`config.mk`:
```
export PLATFORM = sky130hd
export DESIGN_NAME = seq_detect_ctrl_flat
export DESIGN_NICKNAME = d
export VERILOG_FILES = /design/src/rtl/seq_detect_ctrl_pkg.sv /design/src/rtl/seq_detect_ctrl_if.sv /design/src/rtl/seq_detect_ctrl_match.sv /design/src/rtl/seq_detect_ctrl.sv /design/src/flat_wrapper.sv
export SDC_FILE = /design/constraint.sdc
export NUM_CORES = 1
export LEC_CHECK = 0
export BUFFER_PORTS_ARGS = -buffer_cell sky130_fd_sc_hd__clkbuf_2
export CAP_MARGIN = 20
export CORE_MARGIN = 2
export CORE_UTILIZATION = 60
export CTS_BUF_LIST = sky130_fd_sc_hd__clkbuf_4
export CTS_CLUSTER_DIAMETER = 120
export CTS_CLUSTER_SIZE = 40
export DETAILED_ROUTE_END_ITERATION = 10
export PLACE_DENSITY = 0.83
export SYNTH_ARGS = -nofsm -noshare
export SYNTH_HDL_FRONTEND = slang
export SYNTH_SLANG_ARGS = --single-unit
```
`constraint.sdc`:
```
create_clock -name i_clk -period 3.9 [get_ports i_clk]
set_clock_uncertainty 0.15 [all_clocks]
set_input_delay 0.39 -clock i_clk [delete_from_list [all_inputs] [get_ports i_clk]]
set_output_delay 0.39 -clock i_clk [all_outputs]
set_load 0.01 [all_outputs]
```
`src/rtl/seq_detect_ctrl_pkg.sv`:
```
// Shared types and defaults for the programmable serial-pattern detector.
// Imported by the interface, the match core and the controller top.
package seq_ctrl_pkg;

  localparam int P_MAX_LEN_DEF = 8;
  localparam int P_LEN_W_DEF   = 4;
  localparam int P_CNT_W_DEF   = 8;

  typedef enum logic [1:0] {
    IDLE = 2'b00,
    RUN  = 2'b01,
    DONE = 2'b10
  } state_e;

endpackage

```
`src/rtl/seq_detect_ctrl_if.sv`:
```
// Config, control, serial-stream and status bundle of seq_detect_ctrl.
// master drives config/control/stream; slave is the detector.
interface seq_detect_ctrl_if
  import seq_ctrl_pkg::*;
#(
  parameter int P_MAX_LEN = P_MAX_LEN_DEF,
  parameter int P_LEN_W   = P_LEN_W_DEF,
  parameter int P_CNT_W   = P_CNT_W_DEF
);

  logic                 i_cfg_valid;
  logic [P_MAX_LEN-1:0] i_cfg_pattern;
  logic [P_LEN_W-1:0]   i_cfg_len;
  logic                 i_cfg_overlap;
  logic [P_CNT_W-1:0]   i_cfg_threshold;
  logic                 o_cfg_ready;
  logic                 o_cfg_err;

  logic                 i_start;
  logic                 i_stop;
  logic                 i_x_valid;
  logic                 i_x;

  logic                 o_busy;
  logic                 o_seq_detected;
  logic [P_CNT_W-1:0]   o_match_count;
  logic                 o_threshold_hit;

  modport master (
    output i_cfg_valid,
    output i_cfg_pattern,
    output i_cfg_len,
    output i_cfg_overlap,
    output i_cfg_threshold,
    output i_start,
    output i_stop,
    output i_x_valid,
    output i_x,
    input  o_cfg_ready,
    input  o_cfg_err,
    input  o_busy,
    input  o_seq_detected,
    input  o_match_count,
    input  o_threshold_hit
  );

  modport slave (
    input  i_cfg_valid,
    input  i_cfg_pattern,
    input  i_cfg_len,
    input  i_cfg_overlap,
    input  i_cfg_threshold,
    input  i_start,
    input  i_stop,
    input  i_x_valid,
    input  i_x,
    output o_cfg_ready,
    output o_cfg_err,
    output o_busy,
    output o_seq_detected,
    output o_match_count,
    output o_threshold_hit
  );

endinterface

```
`src/rtl/seq_detect_ctrl_match.sv`:
```
// History shift register, fill counter and length-masked pattern compare.
// o_match is combinational on the bit being shifted in this cycle.
module seq_match_core
  import seq_ctrl_pkg::*;
#(
  parameter int P_MAX_LEN = P_MAX_LEN_DEF,
  parameter int P_LEN_W   = P_LEN_W_DEF
) (
  input  logic                 i_clk,
  input  logic                 i_reset,
  input  logic                 i_clear,
  input  logic                 i_shift_en,
  input  logic                 i_x,
  input  logic [P_MAX_LEN-1:0] i_pattern,
  input  logic [P_LEN_W-1:0]   i_len,
  input  logic                 i_overlap,
  output logic                 o_match
);

  logic [P_MAX_LEN-2:0] hist_q, hist_d;
  logic [P_LEN_W-1:0]   fill_q, fill_d;
  logic [P_MAX_LEN-1:0] cand;
  logic [P_MAX_LEN-1:0] mask;
  logic [P_LEN_W:0]     fill_nx;
  logic [P_LEN_W:0]     len_x;
  logic                 full;

  always_comb begin
    mask = '0;
    for (int i = 0; i < P_MAX_LEN; i++) begin
      mask[i] = (i < int'(i_len));
    end
  end

  assign cand    = {hist_q, i_x};
  assign fill_nx = {1'b0, fill_q} + 1'b1;
  assign len_x   = {1'b0, i_len};
  assign full    = (fill_nx >= len_x);

  assign o_match = i_shift_en && full &&
                   (((cand ^ i_pattern) & mask) == '0);

  always_comb begin
    hist_d = hist_q;
    fill_d = fill_q;
    if (i_clear) begin
      hist_d = '0;
      fill_d = '0;
    end else if (i_shift_en) begin
      hist_d = cand[P_MAX_LEN-2:0];
      // Non-overlap: forget the used bits so the next hit needs len fresh ones
      if (o_match && !i_overlap) begin
        fill_d = '0;
      end else if (full) begin
        fill_d = i_len;
      end else begin
        fill_d = fill_nx[P_LEN_W-1:0];
      end
    end
  end

  always_ff @(posedge i_clk or posedge i_reset) begin
    if (i_reset) begin
      hist_q <= '0;
      fill_q <= '0;
    end else begin
      hist_q <= hist_d;
      fill_q <= fill_d;
    end
  end

endmodule

```
`src/rtl/seq_detect_ctrl.sv`:
```
// Sequencer for the programmable pattern detector: config, FSM, counter.
// The match core only sees bits while the FSM is in RUN.
module seq_detect_ctrl
  import seq_ctrl_pkg::*;
#(
  parameter int P_MAX_LEN = P_MAX_LEN_DEF,
  parameter int P_LEN_W   = P_LEN_W_DEF,
  parameter int P_CNT_W   = P_CNT_W_DEF
) (
  input  logic               i_clk,
  input  logic               i_reset,
  seq_detect_ctrl_if.slave   bus
);

  localparam logic [P_LEN_W-1:0] LEN_MAX = P_LEN_W'(P_MAX_LEN);

  state_e               state_q, state_d;
  logic [P_MAX_LEN-1:0] pat_q, pat_d;
  logic [P_LEN_W-1:0]   len_q, len_d;
  logic                 ovl_q, ovl_d;
  logic [P_CNT_W-1:0]   thr_q, thr_d;
  logic                 loaded_q, loaded_d;
  logic [P_CNT_W-1:0]   cnt_q, cnt_d;
  logic                 det_q, det_d;
  logic                 err_q, err_d;

  logic                 clear;
  logic                 shift_en;
  logic                 match;
  logic                 cfg_legal;
  logic [P_CNT_W-1:0]   cnt_inc;

  // i_stop wins over a same-cycle bit, so the bit never reaches the core
  assign shift_en  = (state_q == RUN) && !bus.i_stop && bus.i_x_valid;
  assign cfg_legal = (bus.i_cfg_len != '0) && (bus.i_cfg_len <= LEN_MAX);
  assign cnt_inc   = (cnt_q == '1) ? cnt_q : cnt_q + 1'b1;

  seq_match_core #(
    .P_MAX_LEN (P_MAX_LEN),
    .P_LEN_W   (P_LEN_W)
  ) u_core (
    .i_clk      (i_clk),
    .i_reset    (i_reset),
    .i_clear    (clear),
    .i_shift_en (shift_en),
    .i_x        (bus.i_x),
    .i_pattern  (pat_q),
    .i_len      (len_q),
    .i_overlap  (ovl_q),
    .o_match    (match)
  );

  always_comb begin
    state_d  = state_q;
    pat_d    = pat_q;
    len_d    = len_q;
    ovl_d    = ovl_q;
    thr_d    = thr_q;
    loaded_d = loaded_q;
    cnt_d    = cnt_q;
    det_d    = 1'b0;
    err_d    = 1'b0;
    clear    = 1'b0;
    case (state_q)
      IDLE: begin
        if (bus.i_cfg_valid) begin
          if (cfg_legal) begin
            pat_d    = bus.i_cfg_pattern;
            len_d    = bus.i_cfg_len;
            ovl_d    = bus.i_cfg_overlap;
            thr_d    = bus.i_cfg_threshold;
            loaded_d = 1'b1;
          end else begin
            err_d = 1'b1;
          end
        end else if (bus.i_start && loaded_q) begin
          state_d = RUN;
          cnt_d   = '0;
          clear   = 1'b1;
        end
      end
      RUN: begin
        if (bus.i_stop) begin
          state_d = IDLE;
          clear   = 1'b1;
        end else if (match) begin
          det_d = 1'b1;
          cnt_d = cnt_inc;
          if (thr_q != '0 && cnt_inc == thr_q) begin
            state_d = DONE;
          end
        end
      end
      DONE: begin
        if (bus.i_stop) begin
          state_d = IDLE;
        end else if (bus.i_start) begin
          state_d = RUN;
          cnt_d   = '0;
          clear   = 1'b1;
        end
      end
      default: state_d = IDLE;
    endcase
  end

  always_ff @(posedge i_clk or posedge i_reset) begin
    if (i_reset) begin
      state_q  <= IDLE;
      pat_q    <= '0;
      len_q    <= '0;
      ovl_q    <= 1'b0;
      thr_q    <= '0;
      loaded_q <= 1'b0;
      cnt_q    <= '0;
      det_q    <= 1'b0;
      err_q    <= 1'b0;
    end else begin
      state_q  <= state_d;
      pat_q    <= pat_d;
      len_q    <= len_d;
      ovl_q    <= ovl_d;
      thr_q    <= thr_d;
      loaded_q <= loaded_d;
      cnt_q    <= cnt_d;
      det_q    <= det_d;
      err_q    <= err_d;
    end
  end

  assign bus.o_cfg_ready     = (state_q == IDLE);
  assign bus.o_busy          = (state_q == RUN);
  assign bus.o_threshold_hit = (state_q == DONE);
  assign bus.o_seq_detected  = det_q;
  assign bus.o_cfg_err       = err_q;
  assign bus.o_match_count   = cnt_q;

endmodule

```
`src/flat_wrapper.sv`:
```
// flat-port wrapper written by rule: the top's interface ports become plain ports
module seq_detect_ctrl_flat import seq_ctrl_pkg::*;
#(
  parameter int P_MAX_LEN = P_MAX_LEN_DEF,
  parameter int P_LEN_W   = P_LEN_W_DEF,
  parameter int P_CNT_W   = P_CNT_W_DEF
)
  (i_clk, i_reset, bus_i_cfg_valid, bus_i_cfg_pattern, bus_i_cfg_len, bus_i_cfg_overlap, bus_i_cfg_threshold, bus_i_start, bus_i_stop, bus_i_x_valid, bus_i_x, bus_o_cfg_ready, bus_o_cfg_err, bus_o_busy, bus_o_seq_detected, bus_o_match_count, bus_o_threshold_hit);
  seq_detect_ctrl_if #(.P_MAX_LEN(P_MAX_LEN), .P_LEN_W(P_LEN_W), .P_CNT_W(P_CNT_W)) bus_i ();
  input  logic i_clk;
  input  logic i_reset;
  input wire logic [$bits(bus_i.i_cfg_valid)-1:0] bus_i_cfg_valid;
  input wire logic [$bits(bus_i.i_cfg_pattern)-1:0] bus_i_cfg_pattern;
  input wire logic [$bits(bus_i.i_cfg_len)-1:0] bus_i_cfg_len;
  input wire logic [$bits(bus_i.i_cfg_overlap)-1:0] bus_i_cfg_overlap;
  input wire logic [$bits(bus_i.i_cfg_threshold)-1:0] bus_i_cfg_threshold;
  input wire logic [$bits(bus_i.i_start)-1:0] bus_i_start;
  input wire logic [$bits(bus_i.i_stop)-1:0] bus_i_stop;
  input wire logic [$bits(bus_i.i_x_valid)-1:0] bus_i_x_valid;
  input wire logic [$bits(bus_i.i_x)-1:0] bus_i_x;
  output wire logic [$bits(bus_i.o_cfg_ready)-1:0] bus_o_cfg_ready;
  output wire logic [$bits(bus_i.o_cfg_err)-1:0] bus_o_cfg_err;
  output wire logic [$bits(bus_i.o_busy)-1:0] bus_o_busy;
  output wire logic [$bits(bus_i.o_seq_detected)-1:0] bus_o_seq_detected;
  output wire logic [$bits(bus_i.o_match_count)-1:0] bus_o_match_count;
  output wire logic [$bits(bus_i.o_threshold_hit)-1:0] bus_o_threshold_hit;
  assign bus_i.i_cfg_valid = bus_i_cfg_valid;
  assign bus_i.i_cfg_pattern = bus_i_cfg_pattern;
  assign bus_i.i_cfg_len = bus_i_cfg_len;
  assign bus_i.i_cfg_overlap = bus_i_cfg_overlap;
  assign bus_i.i_cfg_threshold = bus_i_cfg_threshold;
  assign bus_i.i_start = bus_i_start;
  assign bus_i.i_stop = bus_i_stop;
  assign bus_i.i_x_valid = bus_i_x_valid;
  assign bus_i.i_x = bus_i_x;
  assign bus_o_cfg_ready = bus_i.o_cfg_ready;
  assign bus_o_cfg_err = bus_i.o_cfg_err;
  assign bus_o_busy = bus_i.o_busy;
  assign bus_o_seq_detected = bus_i.o_seq_detected;
  assign bus_o_match_count = bus_i.o_match_count;
  assign bus_o_threshold_hit = bus_i.o_threshold_hit;
  seq_detect_ctrl #(.P_MAX_LEN(P_MAX_LEN), .P_LEN_W(P_LEN_W), .P_CNT_W(P_CNT_W)) u_core (.i_clk(i_clk), .i_reset(i_reset), .bus(bus_i));
endmodule
```
==> results.py, run 1 <==
metrics = {
    "grt": {
        "grt_overflow_total": 0,
        "grt_util_met3_pct": 4.22,
        "use_met2_pct": 33.5,
        "grt_pass1_vias": 1931,
        "grt_use_total_pct": 22.6,
        "antenna_found_initial": 0,
        "grt_max_degree": 46,
        "top_usage_layer": "met1",
        "grt_first_pass_wirelength_um": 8950,
        "grt.met1_usage_pct": 33.6,
    },
    "yosys": {
        "synth-simple-area-share_pct": 14.7,
        "synth_compound_area_share_pct": 17.5,
        "synth_area_leaders": "dfrtp_1 44%, mux2_2 9.3%, xnor2_1 3.8%, o21ai_0 3.3%, ha_1 2.9%",
        "synth_top_area_cell": "dfrtp_1",
        "syn_inst": 246,
        "async_flop_share_pct": 100,
        "ys_types": 56,
        "synthMuxAreaShare_pct": 10.8,
        "yosysWarnings": 0,
        "synth-adder-area-share_pct": 2.94,
        "synth_area_um2": 2550,
        "synth-edff-count": 0,
        "ys.flop_type": "dfrtp_1",
        "seq_area_frac_synth_pct": 44.1,
        "syn_avg_cell_area_um2": 10.4,
        "yosysMostFrequentCell": "dfrtp_1",
        "yosysTopAreaCellShare_pct": 44.1,
        "synth_top_family_by_area": "compound AO/OA/AOI/OAI gates",
        "syn_nets": 280,
        "synth-seq-cells": 45,
        "synth_common_cells": "45 x dfrtp_1, 21 x mux2_2, 17 x o21ai_0, 14 x nand2_1, 13 x nand3_1",
        "synth_xor_area_share_pct": 5.84,
    },
    "setup_path": {
        "arrival_ns": 2.98,
        "critPathLaunchType": "flop",
        "cp_common_cell": "ha_1",
        "critPathBufInv": 1,
        "critPathKind": "flop to flop",
        "cp_max_fo": 12,
        "cp_top_family": "compound AO/OA/AOI/OAI gates",
        "worst_setup_path_end_kind": "flop",
        "cpPeakStageDelay_ns": 0.45,
        "crit_slowest_cell": "dfrtp_1",
        "crit_chain": "ha_1 > xor2_1 > ha_1 > o21a_1 > nor2_1 > o21ai_2 > o2111ai_2 > inv_2 > mux2i_1 > o32ai_1",
        "cp.required_ns": 3.98,
    },
    "floorplanning": {
        "core_region_area_um2": 4060,
        "rows": 23,
        "io_pins": 41,
        "die-area_um2": 4790,
        "start_util_pct": 62.9,
        "dieHeight_um": 69.2,
        "die_w_um": 69.2,
    },
    "place": {
        "port_buffers": 40,
        "globalplace.congestion": 0.911,
        "dp_hpwl_um": 3900,
    },
    "route": {
        "vias": 2017,
        "drt_first_pass_iters": 4,
        "finalWirelength_um": 5100,
        "first_iter_violations": 210,
        "via_per_inst": 6.00,
        "ant_nets": 0,
        "avgRoutedWirePerCell_um": 15.2,
        "drc": 0,
    },
    "run_status": {
        "outcome": "completed",
    },
    "finish": {
        "n_antenna_cell": 0,
        "syn_to_final_growth_pct": 11.0,
        "final_util_pct": 69.8,
        "fillers": 305,
        "final_nets": 319,
        "drive_above_1_share_pct": 28.0,
    },
    "pwr": {
        "ir_worst_vdd_mv": 0.296,
        "p_leak_uw": 0.00126,
        "power.density_nw_per_um2": 417,
        "p_total_uw": 1180,
    },
    "clocking": {
        "cts_resized": 0,
        "cts_buffers": 5,
        "cts_tree": "done",
        "cts-root-buf": "clkbuf_4",
        "clkSinkCount": 45,
        "cts_max_level": 2,
        "path_clk_slew_ns": 0.13,
        "clockBufferDepth": 2,
        "clk_latency_ns": 0.35,
    },
    "timing": {
        "period_minus_slack_ns": 2.90,
        "finalSetupViolations": 0,
        "max_freq_mhz": 344,
        "rsz0062_at_grt": "no",
        "setup_tns_ns": 0,
        "slew_violations": 0,
        "period_share_pct": 74.5,
        "final_hold_viol_count": 0,
        "whs_ns": 0.113,
        "worst_pin_slew_ns": 0.982,
        "slew_headroom_pct": 34.4,
    },
    "min_path": {
        "hold_path_class": "input port to flop",
    },
    "flow_run": {
        "maxCapViolations": 0,
    },
}
cell families after synthesis:
kind of cell               Yosys count
AOI/OAI and AO/OA                   62
xor gates and xnor gates            17
adders and majority gates            6
muxes                               25
and+or+nand+nor                     69
DFF                                 45
buffers and inverters               22
layer usage:
layer  routed length, um  share of wire, %
met1                2490                49
met5                   0                 0
met4                  44              0.86
met3                 254               5.0
met2                2310                45
worst register-to-register path, cell delays in order (launching register included):
cell and delay, ns:
dfrtp_1 0.45, ha_1 0.24, xor2_1 0.21, ha_1 0.24, o21a_1 0.14, nor2_1 0.06, o21ai_2 0.27, o2111ai_2 0.37
inv_2 0.26, mux2i_1 0.26, o32ai_1 0.12
what timing repair did:
action                    4_1_cts  5_1_grt
setup buffers                   0        0
hold buffers                    1        0
hold endpoints to repair        2        0
metrics by stage:
stage	setup slack (ns)	std cells	instance area [um^2]
finish	0.996	336	2830
global route	0.739	336	2830
CTS	1.03	336	2830
detailed placement	1.05	327	2760
global placement	1.13	327	2760
floorplan	1.51	246	2550
area by class of cell:
| cell class | instances | area (um^2) | share of cell area, % |
|---|---|---|---|
| clock buffer | 5 | 37.5 | 1.33 |
| clock inverter | 3 | 22.5 | 0.795 |
| inverter | 12 | 45.0 | 1.59 |
| multi-input combinational | 179 | 1320 | 46.6 |
| sequential | 45 | 1130 | 39.8 |
| tap | 50 | 62.6 | 2.21 |
| timing repair buffer | 42 | 218 | 7.69 |
registers in the layout, indices dropped and copies added, names as in the netlist:
| signal | count |
|---|---|
| u_core.bus.o_match_count | 8 |
| u_core.pat_q | 8 |
| u_core.thr_q | 8 |
| u_core.u_core.hist_q | 7 |
| u_core.len_q | 4 |
| u_core.u_core.fill_q | 4 |
| u_core.state_q | 2 |
| u_core.bus.o_cfg_err | 1 |
| u_core.bus.o_seq_detected | 1 |
| u_core.loaded_q | 1 |
| u_core.ovl_q | 1 |
cells in the final DEF, fill, tap and decap left out, drive strengths merged, types with 5 or more instances in the layout:
master / instances
inv: 11
nor3: 5
nand3: 14
xor2: 6
mux2: 21
nand2b: 5
clkbuf: 45
nand2: 14
nor2: 11
a21oi: 12
dfrtp: 45
xnor2: 11
o21ai: 19
ha: 6
a22o: 7
path summary, 6_finish.rpt:
path                            slack, ns                     endpoint  cells past startpoint               startpoint
worst max-delay path                  1.0  u_core.bus.o_match_count[1]                     10  u_core.u_core.fill_q[0]
worst min-delay path                 0.11              u_core.pat_q[1]                      2     bus_i_cfg_pattern[1]
worst max register to register        1.0  u_core.bus.o_match_count[1]                     10  u_core.u_core.fill_q[0]
worst min register to register       0.34              u_core.loaded_q                      1          u_core.loaded_q
max in group asynchronous            2.70      u_core.u_core.hist_q[1]                      4                  i_reset
min in group asynchronous            0.54              u_core.thr_q[4]                      4                  i_reset
where the power goes:
part           leakage [uW]  total [uW]  internal [uW]  switching [uW]
Sequential         0.000572         620            538            82.3
Combinational      0.000660         340            175             165
Clock             0.0000234         221           69.8             151
(Power assumes the default switching activity.)
==> inputs of run 2 (changes only) <==
--- a/config.mk
+++ b/config.mk
@@ -8,12 +8,12 @@
 export BUFFER_PORTS_ARGS = -buffer_cell sky130_fd_sc_hd__clkbuf_2
 export CAP_MARGIN = 20
 export CORE_MARGIN = 2
-export CORE_UTILIZATION = 60
+export CORE_UTILIZATION = 58
 export CTS_BUF_LIST = sky130_fd_sc_hd__clkbuf_4
 export CTS_CLUSTER_DIAMETER = 120
 export CTS_CLUSTER_SIZE = 40
 export DETAILED_ROUTE_END_ITERATION = 10
-export PLACE_DENSITY = 0.83
+export PLACE_DENSITY = 0.81
 export SYNTH_ARGS = -nofsm -noshare
 export SYNTH_HDL_FRONTEND = slang
 export SYNTH_SLANG_ARGS = --single-unit
==> constraint.sdc (replaced) <==
create_clock -name i_clk -period 2.9 [get_ports i_clk]
set_clock_uncertainty 0.15 [all_clocks]
set_input_delay 0.29 -clock i_clk [delete_from_list [all_inputs] [get_ports i_clk]]
set_output_delay 0.29 -clock i_clk [all_outputs]
set_load 0.01 [all_outputs]
==> run 2 against run 1 <==
- sequential power rose by 34%
- die area rose by 3.2%
- cell count rose by 6.0%
- register-to-register slack got worse by 0.73 ns
- critical path depth did not move
==> results.py, run 2 (synthesized netlist as in run 1, its figures left out) <==
metrics = {
    "setup_path": {
        "critPathKind": "flop to flop",
        "cp_max_fo": 7,
        "critPathLaunchType": "flop",
        "crit_chain": "ha_1 > xor2_1 > ha_1 > o21a_1 > nor2_1 > o21ai_4 > o2111ai_4 > buf_4 > a211o_1 > a21boi_1",
        "arrival_ns": 2.78,
        "worst_setup_path_end_kind": "flop",
        "cp_top_family": "compound AO/OA/AOI/OAI gates",
        "rrSetupSlack_ns": 0.26,
        "crit_slowest_cell": "dfrtp_1",
        "critPathBufInv": 1,
        "cp_common_cell": "ha_1",
        "cpPeakStageDelay_ns": 0.45,
        "cp.required_ns": 3.04,
    },
    "finish": {
        "multi_input_area_um2": 1340,
        "fillers": 310,
        "syn_to_final_growth_pct": 19.5,
        "final_nets": 337,
        "final_cell_mix": "45 x dfrtp_1, 40 x clkbuf_2, 21 x mux2_2, 17 x o21ai_0, 15 x dlygate4sd3_1",
        "drive_above_1_share_pct": 27.6,
        "n_antenna_cell": 0,
        "layout_commonest_cell": "dfrtp_1",
        "register_area_um2": 1130,
    },
    "grt": {
        "grt_pass1_vias": 1976,
        "grt_overflow_total": 0,
        "grt_use_total_pct": 23.7,
        "antenna_found_initial": 0,
        "top_usage_layer": "met2",
        "grt.met1_usage_pct": 33.5,
        "grt_util_met3_pct": 5.05,
        "grt_first_pass_wirelength_um": 9250,
        "use_met2_pct": 36.7,
        "grt_max_degree": 24,
    },
    "flow_run": {
        "maxCapViolations": 0,
    },
    "floorplanning": {
        "start_util_pct": 59.4,
        "core_region_area_um2": 4290,
        "rows": 24,
        "dieHeight_um": 70.3,
        "die-area_um2": 4940,
        "die_w_um": 70.3,
        "io_pins": 41,
    },
    "pwr": {
        "ir_worst_vdd_mv": 0.331,
        "power.density_nw_per_um2": 563,
        "pwr-share-clk_pct": 22.7,
        "p_leak_uw": 0.00135,
        "p_sw_share_pct": 32.5,
        "p_int_uw": 1160,
        "p_total_uw": 1720,
        "combPwrFrac_pct": 29.0,
        "pwr-share-seq_pct": 48.4,
        "p_switching_uw": 558,
    },
    "clocking": {
        "path_clk_slew_ns": 0.14,
        "clkSinkCount": 45,
        "cts_max_level": 2,
        "cts_buffers": 5,
        "cts-root-buf": "clkbuf_4",
        "clk_latency_ns": 0.36,
        "cts_tree": "done",
        "clockBufferDepth": 2,
    },
    "route": {
        "avgRoutedWirePerCell_um": 15.5,
        "drt_first_pass_iters": 4,
        "finalWirelength_um": 5520,
        "first_iter_violations": 240,
        "drc": 0,
        "vias": 2092,
        "via_per_inst": 5.88,
        "ant_nets": 0,
    },
    "timing": {
        "period_share_pct": 90.9,
        "period_minus_slack_ns": 2.64,
        "finalSetupViolations": 0,
        "rsz0062_at_grt": "no",
        "setup_tns_ns": 0,
        "max_freq_mhz": 379,
        "slew_violations": 0,
        "slew_headroom_pct": 40.5,
        "worst_pin_slew_ns": 0.893,
        "final_hold_viol_count": 0,
        "whs_ns": 0.0139,
    },
    "place": {
        "dp_hpwl_um": 4010,
        "port_buffers": 40,
        "globalplace.congestion": 0.854,
    },
    "min_path": {
        "hold_path_class": "input port to flop",
    },
    "run_status": {
        "outcome": "completed",
    },
}
## run 2: cell count changes in the layout (fill, tap and decap cells not counted)
| cell | previous run | this run |
|---|---|---|
| buf_4 | 1 | 5 |
| clkinvlp_4 | 3 | 1 |
| bufinv_16 | 0 | 1 |
| o21ai_2 | 1 | 0 |
| o2111ai_4 | 0 | 1 |
| clkinv_4 | 0 | 1 |
| o2111ai_2 | 1 | 0 |
| dlygate4sd3_1 | 1 | 15 |
| o21ai_4 | 0 | 1 |
## run 2: final cells by class
| class | count | share of cell area, % |
|---|---|---|
| timing repair buffer | 60 | 12.7 |
| tap | 52 | 2.13 |
| inverter | 12 | 1.48 |
| sequential | 45 | 36.9 |
| clock buffer | 5 | 1.23 |
| clock inverter | 3 | 1.52 |
| multi-input combinational | 179 | 44.0 |
## run 2: final timing paths
path	from	to	cells past startpoint
min in group asynchronous	i_reset	u_core.ovl_q	3
worst min-delay path	bus_i_cfg_threshold[7]	u_core.thr_q[7]	2
worst min register to register	u_core.loaded_q	u_core.loaded_q	1
max in group asynchronous	i_reset	u_core.thr_q[0]	4
worst max register to register	u_core.u_core.fill_q[0]	u_core.bus.o_match_count[6]	10
worst max-delay path	u_core.u_core.fill_q[0]	u_core.bus.o_match_count[6]	10
## run 2: worst register-to-register path, cell delays in order, from the launching register on
cell	delay (ns)
dfrtp_1	0.45
ha_1	0.25
xor2_1	0.21
ha_1	0.24
o21a_1	0.14
nor2_1	0.07
o21ai_4	0.26
o2111ai_4	0.23
buf_4	0.21
a211o_1	0.22
a21boi_1	0.15
## run 2: per-layer routing
layer	wire [um]	vias to the layer above
li1	-	1010
met1	2460	984
met2	2640	88
met3	335	10
met4	83	0
met5	0	-
## run 2: power by group through the flow
| stage | Clock (uW) | Combinational (uW) | Sequential [uW] |
|---|---|---|---|
| 2_1_floorplan | 0 | 370 | 809 |
| 3_3_place_gp | 0 | 443 | 838 |
| 3_5_place_dp | 0 | 461 | 840 |
| 4_1_cts | 403 | 476 | 828 |
| 5_1_grt | 433 | 552 | 848 |
| 6_report | 389 | 497 | 830 |
## run 2: timing repair
item	CTS	global route
setup buffers	0	2
endpoints found under the hold margin	32	4
endpoints found under the setup margin	0	7
hold buffers	11	4
gates resized for setup	0	2
## run 2: metrics by stage
stage | cells | setup slack (ns) | cell area, um^2 | utilization [%]
global placement | 331 | 0.260 | 2780 | 64.7
floorplan | 246 | 0.508 | 2550 | -
finish | 356 | 0.265 | 3050 | 71.0
detailed placement | 331 | 0.134 | 2780 | 64.7
global route | 356 | 0.0558 | 3050 | 71.0
CTS | 350 | 0.109 | 2970 | 69.3
